`config.mk`:
```
export PLATFORM = sky130hd
export DESIGN_NAME = mac_stream
export DESIGN_NICKNAME = d
export VERILOG_FILES = /design/src/rtl/mac_pkg.sv /design/src/rtl/mac_narrow.sv /design/src/rtl/mac_stream.sv
export SDC_FILE = /design/constraint.sdc
export NUM_CORES = 1
export LEC_CHECK = 0
export ABC_AREA = 1
export BUFFER_PORTS_ARGS = -buffer_cell sky130_fd_sc_hd__buf_4
export CORE_MARGIN = 1
export CORE_UTILIZATION = 49
export CTS_CLUSTER_SIZE = 14
export DETAILED_ROUTE_END_ITERATION = 8
export PLACE_DENSITY = 0.75
export SLEW_MARGIN = 25
export SYNTH_ARGS = -nofsm -noshare
export SYNTH_HDL_FRONTEND = slang
export SYNTH_SLANG_ARGS = --single-unit
export TNS_END_PERCENT = 20
```
`constraint.sdc`:
```
create_clock -name clk -period 6 [get_ports clk]
set_input_delay 0.3 -clock clk [delete_from_list [all_inputs] [get_ports clk]]
set_output_delay 0.3 -clock clk [all_outputs]
set_load 0.01 [all_outputs]
```
`src/rtl/mac_pkg.sv`:
```
// mac_pkg: shared types and default widths for the streaming MAC engine.
package mac_pkg;

  // Control states of the vector sequencer
  typedef enum logic [1:0] {
    ST_IDLE  = 2'd0,
    ST_ACC   = 2'd1,
    ST_DRAIN = 2'd2,
    ST_OUT   = 2'd3
  } state_t;

  localparam int unsigned DATA_W_DEF = 16;
  localparam int unsigned ACC_W_DEF  = 40;
  localparam int unsigned OUT_W_DEF  = 16;
  localparam int unsigned CNT_W_DEF  = 8;

  // Full signed product width for a given operand width
  function automatic int unsigned prod_w(input int unsigned data_w);
    return 2 * data_w;
  endfunction

endpackage

```
`src/rtl/mac_narrow.sv`:
```
// mac_narrow: combinational ACC_W -> OUT_W result narrower.
// Build option MAC_SATURATE_EN: clamp to the signed OUT_W range instead of wrapping.
module mac_narrow
  import mac_pkg::*;
#(
  parameter int unsigned ACC_W = ACC_W_DEF,
  parameter int unsigned OUT_W = OUT_W_DEF
) (
  input  logic [ACC_W-1:0] i_acc,
  output logic [OUT_W-1:0] o_data_c
);

`ifdef MAC_SATURATE_EN
  logic [ACC_W-OUT_W:0] w_hi;
  logic                 w_fits;

  // Value fits when every bit from the OUT_W sign position upward agrees
  assign w_hi   = i_acc[ACC_W-1:OUT_W-1];
  assign w_fits = (&w_hi) | ~(|w_hi);

  // Clamp toward the sign of the accumulator when out of range
  always_comb begin
    o_data_c = i_acc[OUT_W-1:0];
    if (!w_fits) begin
      o_data_c = i_acc[ACC_W-1] ? {1'b1, {(OUT_W-1){1'b0}}}
                                : {1'b0, {(OUT_W-1){1'b1}}};
    end
  end
`else
  logic w_unused_hi;

  // Plain truncation; upper accumulator bits are intentionally dropped
  assign w_unused_hi = ^i_acc;
  assign o_data_c    = i_acc[OUT_W-1:0];
`endif

endmodule

```
`src/rtl/mac_stream.sv`:
```
// mac_stream: handshaked signed multiply-accumulate, one dot product per vector.
// Two-stage pipeline (multiply, accumulate); out_data narrowing selected by
// MAC_SATURATE_EN (saturate when defined, wrap otherwise).
module mac_stream
  import mac_pkg::*;
#(
  parameter int unsigned DATA_W = DATA_W_DEF,
  parameter int unsigned ACC_W  = ACC_W_DEF,
  parameter int unsigned OUT_W  = OUT_W_DEF,
  parameter int unsigned CNT_W  = CNT_W_DEF
) (
  input  logic              clk,
  input  logic              rst,
  input  logic              in_valid,
  output logic              in_ready,
  input  logic [DATA_W-1:0] a,
  input  logic [DATA_W-1:0] b,
  input  logic [CNT_W-1:0]  len,
  output logic              out_valid,
  input  logic              out_ready,
  output logic [OUT_W-1:0]  out_data,
  output logic [ACC_W-1:0]  out_acc,
  output logic              busy
);

  localparam int unsigned PROD_W = prod_w(DATA_W);

  state_t r_state;
  state_t w_state_nxt;

  logic                     r_in_ready;
  logic                     r_out_valid;
  logic                     r_busy;
  logic [CNT_W-1:0]         r_len;
  logic [CNT_W-1:0]         r_cnt;
  logic [CNT_W-1:0]         w_len_eff;
  logic [CNT_W-1:0]         w_cnt_inc;
  logic                     w_accept;
  logic signed [PROD_W-1:0] w_a_ext;
  logic signed [PROD_W-1:0] w_b_ext;
  logic signed [PROD_W-1:0] w_prod;
  logic [PROD_W-1:0]        r_prod;
  logic                     r_prod_vld;
  logic                     r_prod_first;
  logic [ACC_W-1:0]         w_prod_ext;
  logic [ACC_W-1:0]         w_acc_nxt;
  logic [ACC_W-1:0]         r_acc;
  logic [ACC_W-1:0]         r_out_acc;
  logic [OUT_W-1:0]         r_out_data;
  logic [OUT_W-1:0]         w_narrow;

  assign w_accept  = in_valid & r_in_ready;
  assign w_len_eff = (len == '0) ? CNT_W'(1) : len;
  assign w_cnt_inc = r_cnt + CNT_W'(1);

  assign w_a_ext = PROD_W'($signed(a));
  assign w_b_ext = PROD_W'($signed(b));
  assign w_prod  = w_a_ext * w_b_ext;

  // First product of a vector loads the accumulator; later ones add
  assign w_prod_ext = ACC_W'($signed(r_prod));
  assign w_acc_nxt  = r_prod_first ? w_prod_ext : (r_acc + w_prod_ext);

  // Next-state logic for the vector sequencer
  always_comb begin
    w_state_nxt = r_state;
    case (r_state)
      ST_IDLE: begin
        if (w_accept) begin
          w_state_nxt = (w_len_eff == CNT_W'(1)) ? ST_DRAIN : ST_ACC;
        end
      end
      ST_ACC: begin
        if (w_accept && (w_cnt_inc == r_len)) begin
          w_state_nxt = ST_DRAIN;
        end
      end
      ST_DRAIN: w_state_nxt = ST_OUT;
      ST_OUT: begin
        if (out_ready) begin
          w_state_nxt = ST_IDLE;
        end
      end
      default: w_state_nxt = ST_IDLE;
    endcase
  end

  // State register with handshake/status flags decoded from the next state
  always_ff @(posedge clk) begin
    if (!rst) begin
      r_state     <= ST_IDLE;
      r_in_ready  <= 1'b1;
      r_out_valid <= 1'b0;
      r_busy      <= 1'b0;
    end else begin
      r_state     <= w_state_nxt;
      r_in_ready  <= (w_state_nxt == ST_IDLE) || (w_state_nxt == ST_ACC);
      r_out_valid <= (w_state_nxt == ST_OUT);
      r_busy      <= (w_state_nxt != ST_IDLE);
    end
  end

  // Vector length latch and beat counter
  always_ff @(posedge clk) begin
    if (!rst) begin
      r_len <= '0;
      r_cnt <= '0;
    end else if (w_accept) begin
      if (r_state == ST_IDLE) begin
        r_len <= w_len_eff;
        r_cnt <= CNT_W'(1);
      end else begin
        r_cnt <= w_cnt_inc;
      end
    end
  end

  // Stage 1: register the full-width product of each accepted beat
  always_ff @(posedge clk) begin
    if (!rst) begin
      r_prod       <= '0;
      r_prod_vld   <= 1'b0;
      r_prod_first <= 1'b0;
    end else begin
      r_prod_vld   <= w_accept;
      r_prod_first <= w_accept && (r_state == ST_IDLE);
      if (w_accept) begin
        r_prod <= w_prod;
      end
    end
  end

  // Stage 2: accumulate, wrapping modulo 2^ACC_W
  always_ff @(posedge clk) begin
    if (!rst) begin
      r_acc <= '0;
    end else if (r_prod_vld) begin
      r_acc <= w_acc_nxt;
    end
  end

  mac_narrow #(
    .ACC_W (ACC_W),
    .OUT_W (OUT_W)
  ) u_narrow (
    .i_acc    (w_acc_nxt),
    .o_data_c (w_narrow)
  );

  // Capture the result as the final product lands; held through OUT
  always_ff @(posedge clk) begin
    if (!rst) begin
      r_out_acc  <= '0;
      r_out_data <= '0;
    end else if (r_state == ST_DRAIN) begin
      r_out_acc  <= w_acc_nxt;
      r_out_data <= w_narrow;
    end
  end

  assign in_ready  = r_in_ready;
  assign out_valid = r_out_valid;
  assign out_data  = r_out_data;
  assign out_acc   = r_out_acc;
  assign busy      = r_busy;

endmodule

```
### Yosys cells after proc, flatten, opt, wreduce, memory -nomap -nowiden

Cells that the tools add are included.

| cells by class | value |
|---|---|
| add/sub/neg operators | 2 |
| multiply operators | 1 |
| eq/ne operators | 7 |
| muxes and demuxes | 8 |
| bitwise operators | 1 |
| reductions and logical operators | 8 |

Operator list:

| kind | number |
|---|---|
| $add A40 B40 Y40 | 1 |
| $mux W40 | 1 |
| $mul A16 B16 Y32 | 1 |
| $mux W8 | 2 |
| $add A8 B1 Y8 const B | 1 |
| $eq A8 B1 Y1 const B | 1 |
| $eq A8 B8 Y1 | 1 |
| $logic_not A8 Y1 | 1 |
| $mux W2 | 4 |
| $pmux W2 S4 | 1 |
| $eq A2 B2 Y1 const B | 3 |
| $eq A2 B1 Y1 const B | 2 |
| $logic_not A2 Y1 | 2 |
| $logic_and A1 B1 Y1 | 2 |
| $reduce_and A2 Y1 | 1 |
| $reduce_bool A2 Y1 | 1 |
| $and A1 B1 Y1 | 1 |
| $logic_or A1 B1 Y1 | 1 |

| word-level totals | value |
|---|---|
| flip-flop bits (word level) | 151 |
| input bits | 44 |
| word-level logic and storage cells | 39 |

### Longest topological paths before layout

Gate-level depths: netlist (run 1).

| logic depth | value |
|---|---|
| depth after elaboration | 8 |
| depth in mapped cells | 29 |

### By module

Synthesis (run 1) repeated with hierarchy kept, for this count alone.

| unflattened totals | value |
|---|---|
| cell total of the unflattened synthesis | 3040 |
| area, all modules | 20452.1 um^2 |

Modules (own cells, without submodules):

| module | instances | cells an instance | area an instance (um^2) |
|---|---|---|---|
| mac_stream | 1 | 3024 | 20332.0 |
| mac_narrow | 1 | 16 | 120.1 |

### Worst setup path before layout (run 1)

No wires, ideal clock.

| path | value |
|---|---|
| path type | in2reg |
| start | in b[5] |
| end | reg r_prod[31] |
| library setup time | 0.109 ns |
| arrival | 5.476 ns |
| required time | 5.891 ns |
| setup slack | 0.415 ns |
| stages on the path | 24 |
| path buffers | 2 |
| path through | clkbuf_1 -> clkbuf_1 -> nand2_1 -> fa_1 -> inv_1 -> fa_1 -> inv_1 -> fa_1 -> fa_1 -> fa_1 -> fa_1 -> inv_1 -> ha_1 -> nand2_1 -> nor2_1 -> inv_1 -> nor3_1 -> nand2_1 -> o211ai_1 -> inv_1 -> nand3_1 -> nand3_1 -> nand2_1 -> inv_1 |

| on the way | value |
|---|---|
| word-level cells in the longest chain between the ends | 1 |

Ends and longest elaborated chain:

| element | line | source |
|---|---|---|
| start, declared | mac_stream.sv:17 | `input logic [DATA_W-1:0] b,` |
| $mul A16 B16 Y32 | mac_stream.sv:58 | `assign w_prod = w_a_ext * w_b_ext;` |
| end signal, assigned | mac_stream.sv:128 | `r_prod <= w_prod;` |
| end, declared | mac_stream.sv:42 | `logic [PROD_W-1:0] r_prod;` |

Every way passes these cells.
A chain may end at the register's enable or synchronous reset.

### Final worst setup path (run 1)

| path | value |
|---|---|
| start | in a[15] |
| end | reg r_prod[23] |

| on the way | value |
|---|---|
| word-level cells in the longest chain between the ends | 1 |

Ends and longest elaborated chain:

| element | line | source |
|---|---|---|
| start, declared | mac_stream.sv:16 | `input logic [DATA_W-1:0] a,` |
| $mul A16 B16 Y32 | mac_stream.sv:58 |  |

Every way passes these cells.

==> flow_summary.json, run 1 <==
{
  "fin_skew_ns": 0.0116,
  "dieHeight_um": 202,
  "min_path_type": "primary input to flop",
  "top_usage_layer": "met2",
  "period_minus_slack_ns": 5.62,
  "firstDrtPassIters": 6,
  "globalRouteMet2Util": 0.471,
  "syn_nets": 3359,
  "area_delta_synth_final_pct": 8.36,
  "status": "complete, no violations",
  "hold_violations": 0,
  "avgRoutedWirePerCell_um": 15.3,
  "rsz0062_at_grt": "false",
  "finalWeightedCongestion": 0.969,
  "synth_area_mm2": 0.0196,
  "path_class": "primary input to flop",
  "maxSlewViolCount": 0,
  "die_area_mm2": 0.0409,
  "cts_tree": "built",
  "clkSinkCount": 135,
  "post_cts_buffers": 0,
  "drtAntennaViolNets": 0,
  "final_nets": 3381,
  "boundaryPins": 103,
  "fin_crit_sh": 0.937,
  "met3_usage": 0.0364,
  "cts.path.max_buffers": 2,
  "clockRootBuffer": "clkbuf_16",
  "tightestPinTransition_ns": 0.945,
  "drc": 0,
  "fin_hold_ws_ns": 0.110,
  "max_freq_ghz": 0.178,
  "grt_pass1_wl_mm": 90.0,
  "crit_path_end_kind": "flop",
  "coreArea_mm2": 0.0391,
  "synth_top_area_frac": 0.268,
  "grt_pass1_vias": 18200,
  "cts_buffers": 17,
  "nFillCells": 3839,
  "drive_gt1_frac": 0.0688,
  "synthCells": 2930,
  "ys.flop_type": "dfxtp_1",
  "num_vias": 17800,
  "required_ns": 6.37,
  "synth-edff-count": 0,
  "synth.distinct_cells": 43,
  "drt-total-wl_mm": 53.3,
  "viasPerCell": 5.10,
  "path_clk_slew_ns": 0.07,
  "fp.dieW_um": 202,
  "synth-seq-area-share": 0.138,
  "antenna_cells": 0,
  "final_common_cell": "nand2_1",
  "core.rowCount": 72,
  "cp-start-kind": "primary input",
  "path_max_fanout": 16,
  "yosysTopAreaCell": "fa_1",
  "dp_hpwl_mm": 44.1,
  "h-tree-depth": 4,
  "slew_headroom": 0.366,
  "portBuffers": 102,
  "drt_first_iter_violations": 1188,
  "grt.total_usage": 0.275,
  "clock_latency_ns": 0.43,
  "grt_max_degree": 68,
  "synth_warnings": 0,
  "start_util": 0.502,
  "finalSetupViolCount": 0,
  "avgSynthCellArea_um2": 6.70,
  "grt_antenna_before_repair": 1,
  "cts_resized": 0,
  "grt-ovfl-total": 0,
  "ys_seq_elements": 135,
  "maxCapViolCount": 0,
  "use_met1": 0.368,
  "synthTopCellsByArea": "fa_1, nand2_1, dfxtp_1",
  "worstPathArrival_ns": 6.00,
  "ys_async_sr_fraction": 0,
  "mostFrequentLayoutCells": "nand2_1, inv_1, nor2_1",
  "cts_hold_buffers": 0
}
==> kinds of logic after synthesis <==
kind of cell / count (synthesis) / share of synthesized area
and+or+nand+nor: 1352 / 0.284
buffers and inverters: 827 / 0.162
adders and majority gates: 385 / 0.346
AOI/OAI and AO/OA: 208 / 0.0601
DFF: 135 / 0.138
xor gates and xnor gates: 23 / 0.0103
==> critical path: stages <==
cell and delay (ns):
buf_4 0.20, nand2_1 0.12, inv_1 0.14, fa_1 0.51, fa_1 0.89, inv_1 0.12
fa_1 0.50, fa_1 0.57, fa_1 0.42, fa_1 0.49, inv_1 0.04, ha_1 0.35
nand2_1 0.13, nor2_1 0.17, inv_1 0.09, nor2_1 0.21, nand4_1 0.19, nand3_1 0.15
xor2_1 0.23, o21ai_0 0.11, inv_1 0.07
==> state kept, by name, indices dropped and copies added (netlist names) <==
| register | count |
|---|---|
| busy | 1 |
| r_acc | 40 |
| r_len | 8 |
| out_acc | 40 |
| r_prod | 32 |
| in_ready | 1 |
| r_cnt | 8 |
| r_prod_vld | 1 |
| r_state | 2 |
| r_prod_first | 1 |
| out_valid | 1 |
==> path summary, 6_finish.rpt <==
| check | end | slack, ns | from | cells after the start |
|---|---|---|---|---|
| worst max register to register | r_acc[32]$_SDFFE_PN0P_ | 3.24 | r_prod[0]$_SDFFE_PN0P_ | 17 |
| worst max-delay path | r_prod[23]$_SDFFE_PN0P_ | 0.38 | a[15] | 21 |
| worst min-delay path | r_len[5]$_SDFFE_PN0P_ | 0.11 | len[5] | 3 |
| worst min register to register | r_len[4]$_SDFFE_PN0P_ | 0.48 | r_len[4]$_SDFFE_PN0P_ | 2 |
==> final cells by class <==
cell class              count  area (µm²)  area share
clock inverters            14         165     0.00776
repair buffers            122         916      0.0430
multi-input cells        1968       13800       0.647
well taps                 518         648      0.0305
clock buffers              18         429      0.0202
flip-flops and latches    135        2700       0.127
inverters                 708        2660       0.125
==> synth_stat cells, types with 7 or more instances <==
master / instances
o21bai_1: 11
a21oi_1: 76
nor2_1: 297
buf_4: 18
nand3_1: 166
inv_1: 702
nand2_1: 785
nand3b_1: 21
nand2_2: 12
nand4_1: 26
or2_2: 13
clkbuf_1: 90
fa_1: 263
xnor2_1: 11
nor3_1: 12
o211ai_1: 11
xor2_1: 12
buf_2: 7
ha_1: 122
o21ai_0: 81
dfxtp_1: 135
==> metrics by stage <==
step	setup TNS (ns)	utilization	instances	setup WS [ns]	area [µm²]
final	0	0.544	3483	0.375	21300
after detailed placement	-0.0110	0.529	3451	-0.0110	20700
after global placement	0	0.529	3451	0.0241	20700
after global routing	0	0.544	3483	0.0355	21300
after floorplan	0	-	2930	0.415	19600
after CTS	0	0.544	3483	0.412	21300
==> metal layers <==
layer	routed length [µm]	share of wire
met5	13	0.00024
met4	972	0.018
met3	2940	0.055
met2	25400	0.48
met1	24100	0.45
Power of run 1 is left out: the tool's default activity adds up to more than one toggle a clock period on the data nets, which glitch-free logic cannot reach.
==> run 2, diff against run 1 <==
--- a/config.mk
+++ b/config.mk
@@ -7,11 +7,13 @@
 export LEC_CHECK = 0
 export ABC_AREA = 1
 export BUFFER_PORTS_ARGS = -buffer_cell sky130_fd_sc_hd__buf_4
+export CELL_PAD_IN_SITES_DETAIL_PLACEMENT = 1
+export CELL_PAD_IN_SITES_GLOBAL_PLACEMENT = 2
 export CORE_MARGIN = 1
-export CORE_UTILIZATION = 49
+export CORE_UTILIZATION = 36
 export CTS_CLUSTER_SIZE = 14
 export DETAILED_ROUTE_END_ITERATION = 8
-export PLACE_DENSITY = 0.75
+export PLACE_DENSITY = 0.92
 export SLEW_MARGIN = 25
 export SYNTH_ARGS = -nofsm -noshare
 export SYNTH_HDL_FRONTEND = slang
==> flow_summary.json, run 2 (same netlist as run 1, synthesis figures left out) <==
{
  "portBuffers": 102,
  "cts_hold_buffers": 0,
  "drtAntennaViolNets": 0,
  "drc": 0,
  "grt.total_usage": 0.235,
  "core.rowCount": 85,
  "fp.dieW_um": 236,
  "max_freq_ghz": 0.175,
  "required_ns": 6.37,
  "clockRootBuffer": "clkbuf_16",
  "period_minus_slack_ns": 5.70,
  "min_path_type": "primary input to flop",
  "fin_skew_ns": 0.0166,
  "wl_met2_mm": 31.2,
  "routed-wl-met3_mm": 2.08,
  "cts.path.max_buffers": 2,
  "post_cts_buffers": 0,
  "grt-ovfl-total": 0,
  "min_to": "r_len[3]$_SDFFE_PN0P_",
  "path_max_fanout": 8,
  "h-tree-depth": 4,
  "boundaryPins": 103,
  "hold_violations": 0,
  "clock_latency_ns": 0.44,
  "cp-start-kind": "primary input",
  "rsz0062_at_grt": "false",
  "dieHeight_um": 236,
  "area_delta_synth_final_pct": 9.72,
  "fin_crit_sh": 0.951,
  "cts_resized": 0,
  "grt_max_degree": 88,
  "fin_tns_setup_ns": 0,
  "crit_path_end_kind": "flop",
  "antenna_cells": 0,
  "coreArea_mm2": 0.0538,
  "dp_hpwl_mm": 52.7,
  "start_util": 0.365,
  "cts_tree": "built",
  "die_area_mm2": 0.0555,
  "mostFrequentLayoutCells": "nand2_1, inv_1, nor2_1",
  "worstPathArrival_ns": 6.08,
  "reg2regPathDepth": 17,
  "tightestPinTransition_ns": 1.03,
  "drt-total-wl_mm": 63.4,
  "num_vias": 18100,
  "maxSlewViolCount": 0,
  "status": "complete, no violations",
  "drive_gt1_frac": 0.0707,
  "clkSinkCount": 135,
  "finalWeightedCongestion": 0.928,
  "drt_first_iter_violations": 943,
  "grt_antenna_before_repair": 0,
  "final_nets": 3387,
  "cts_buffers": 17,
  "grt_pass1_vias": 19800,
  "firstDrtPassIters": 5,
  "wl_met1_mm": 28.7,
  "viasPerCell": 4.93,
  "r2r-start": "r_prod[0]$_SDFFE_PN0P_",
  "maxCapViolCount": 0,
  "finalSetupViolCount": 0,
  "fin_hold_ws_ns": 0.0969,
  "reg2reg_slack_ns": 3.08,
  "highest_layer": "met4",
  "worst_hold_startpoint": "len[3]",
  "slew_headroom": 0.316,
  "hold_depth": 3,
  "grt_pass1_wl_mm": 104,
  "avgRoutedWirePerCell_um": 17.3,
  "r2r_end": "out_acc[20]$_SDFFE_PN0N_",
  "path_class": "primary input to flop",
  "path_clk_slew_ns": 0.07,
  "final_common_cell": "nand2_1"
}
==> run 2: cell count changes in the layout (fill, tap and decap cells not counted), sizes merged <==
cell	delta
buf	+6
clkinvlp	+1
inv	-1
==> run 2: critical path, cell delays in order <==
cell and delay, ns:
buf_4 0.16, nand2_1 0.11, inv_1 0.10, fa_1 0.62
fa_1 0.81, inv_1 0.12, fa_1 0.51, fa_1 0.58
fa_1 0.45, fa_1 0.50, inv_1 0.04, ha_1 0.35
nand2_1 0.14, nor2_1 0.19, inv_1 0.09, nor2_1 0.25
nand4_1 0.20, nand3_1 0.16, xor2_1 0.23, o21ai_0 0.10
inv_1 0.06
==> run 2: final cells by class <==
| class | count | area [µm²] |
|---|---|---|
| clock buffers | 18 | 429 |
| clock inverters | 14 | 164 |
| fillers | 6941 | 32300 |
| inverters | 708 | 2660 |
| multi-input cells | 1968 | 13800 |
| flip-flops and latches | 135 | 2700 |
| well taps | 696 | 871 |
| repair buffers | 128 | 961 |
==> run 2: layer usage <==
layer / vias to the layer above / global-route usage
li1: 8678 / -
met3: 79 / 0.0223
met1: 9005 / 0.304
met5: - / 0
met4: 0 / 0.0608
met2: 334 / 0.419
==> run 2: through the flow <==
stage               utilization  area, µm²  worst slack (ns)  std cells
floorplan                     -      19600             0.415       2930
global placement          0.389      21000          -0.00491       3635
detailed placement        0.389      21000            -0.103       3635
CTS                       0.400      21500             0.344       3667
global route              0.400      21500            0.0580       3667
finish                    0.400      21500             0.295       3667
==> run 2: worst max path at each step <==
stage / slack [ns] / cells past startpoint / start / endpoint
2_1_floorplan: 0.42 / 24 / b[5] / r_prod[31]$_SDFFE_PN0P_
3_3_place_gp: -0.005 / 21 / a[15] / r_prod[23]$_SDFFE_PN0P_
3_5_place_dp: -0.10 / 21 / a[15] / r_prod[23]$_SDFFE_PN0P_
4_1_cts: 0.34 / 21 / a[15] / r_prod[23]$_SDFFE_PN0P_
5_1_grt: 0.06 / 21 / a[15] / r_prod[23]$_SDFFE_PN0P_
6_report: 0.30 / 21 / a[15] / r_prod[23]$_SDFFE_PN0P_
Power of run 2 is left out for the same reason.
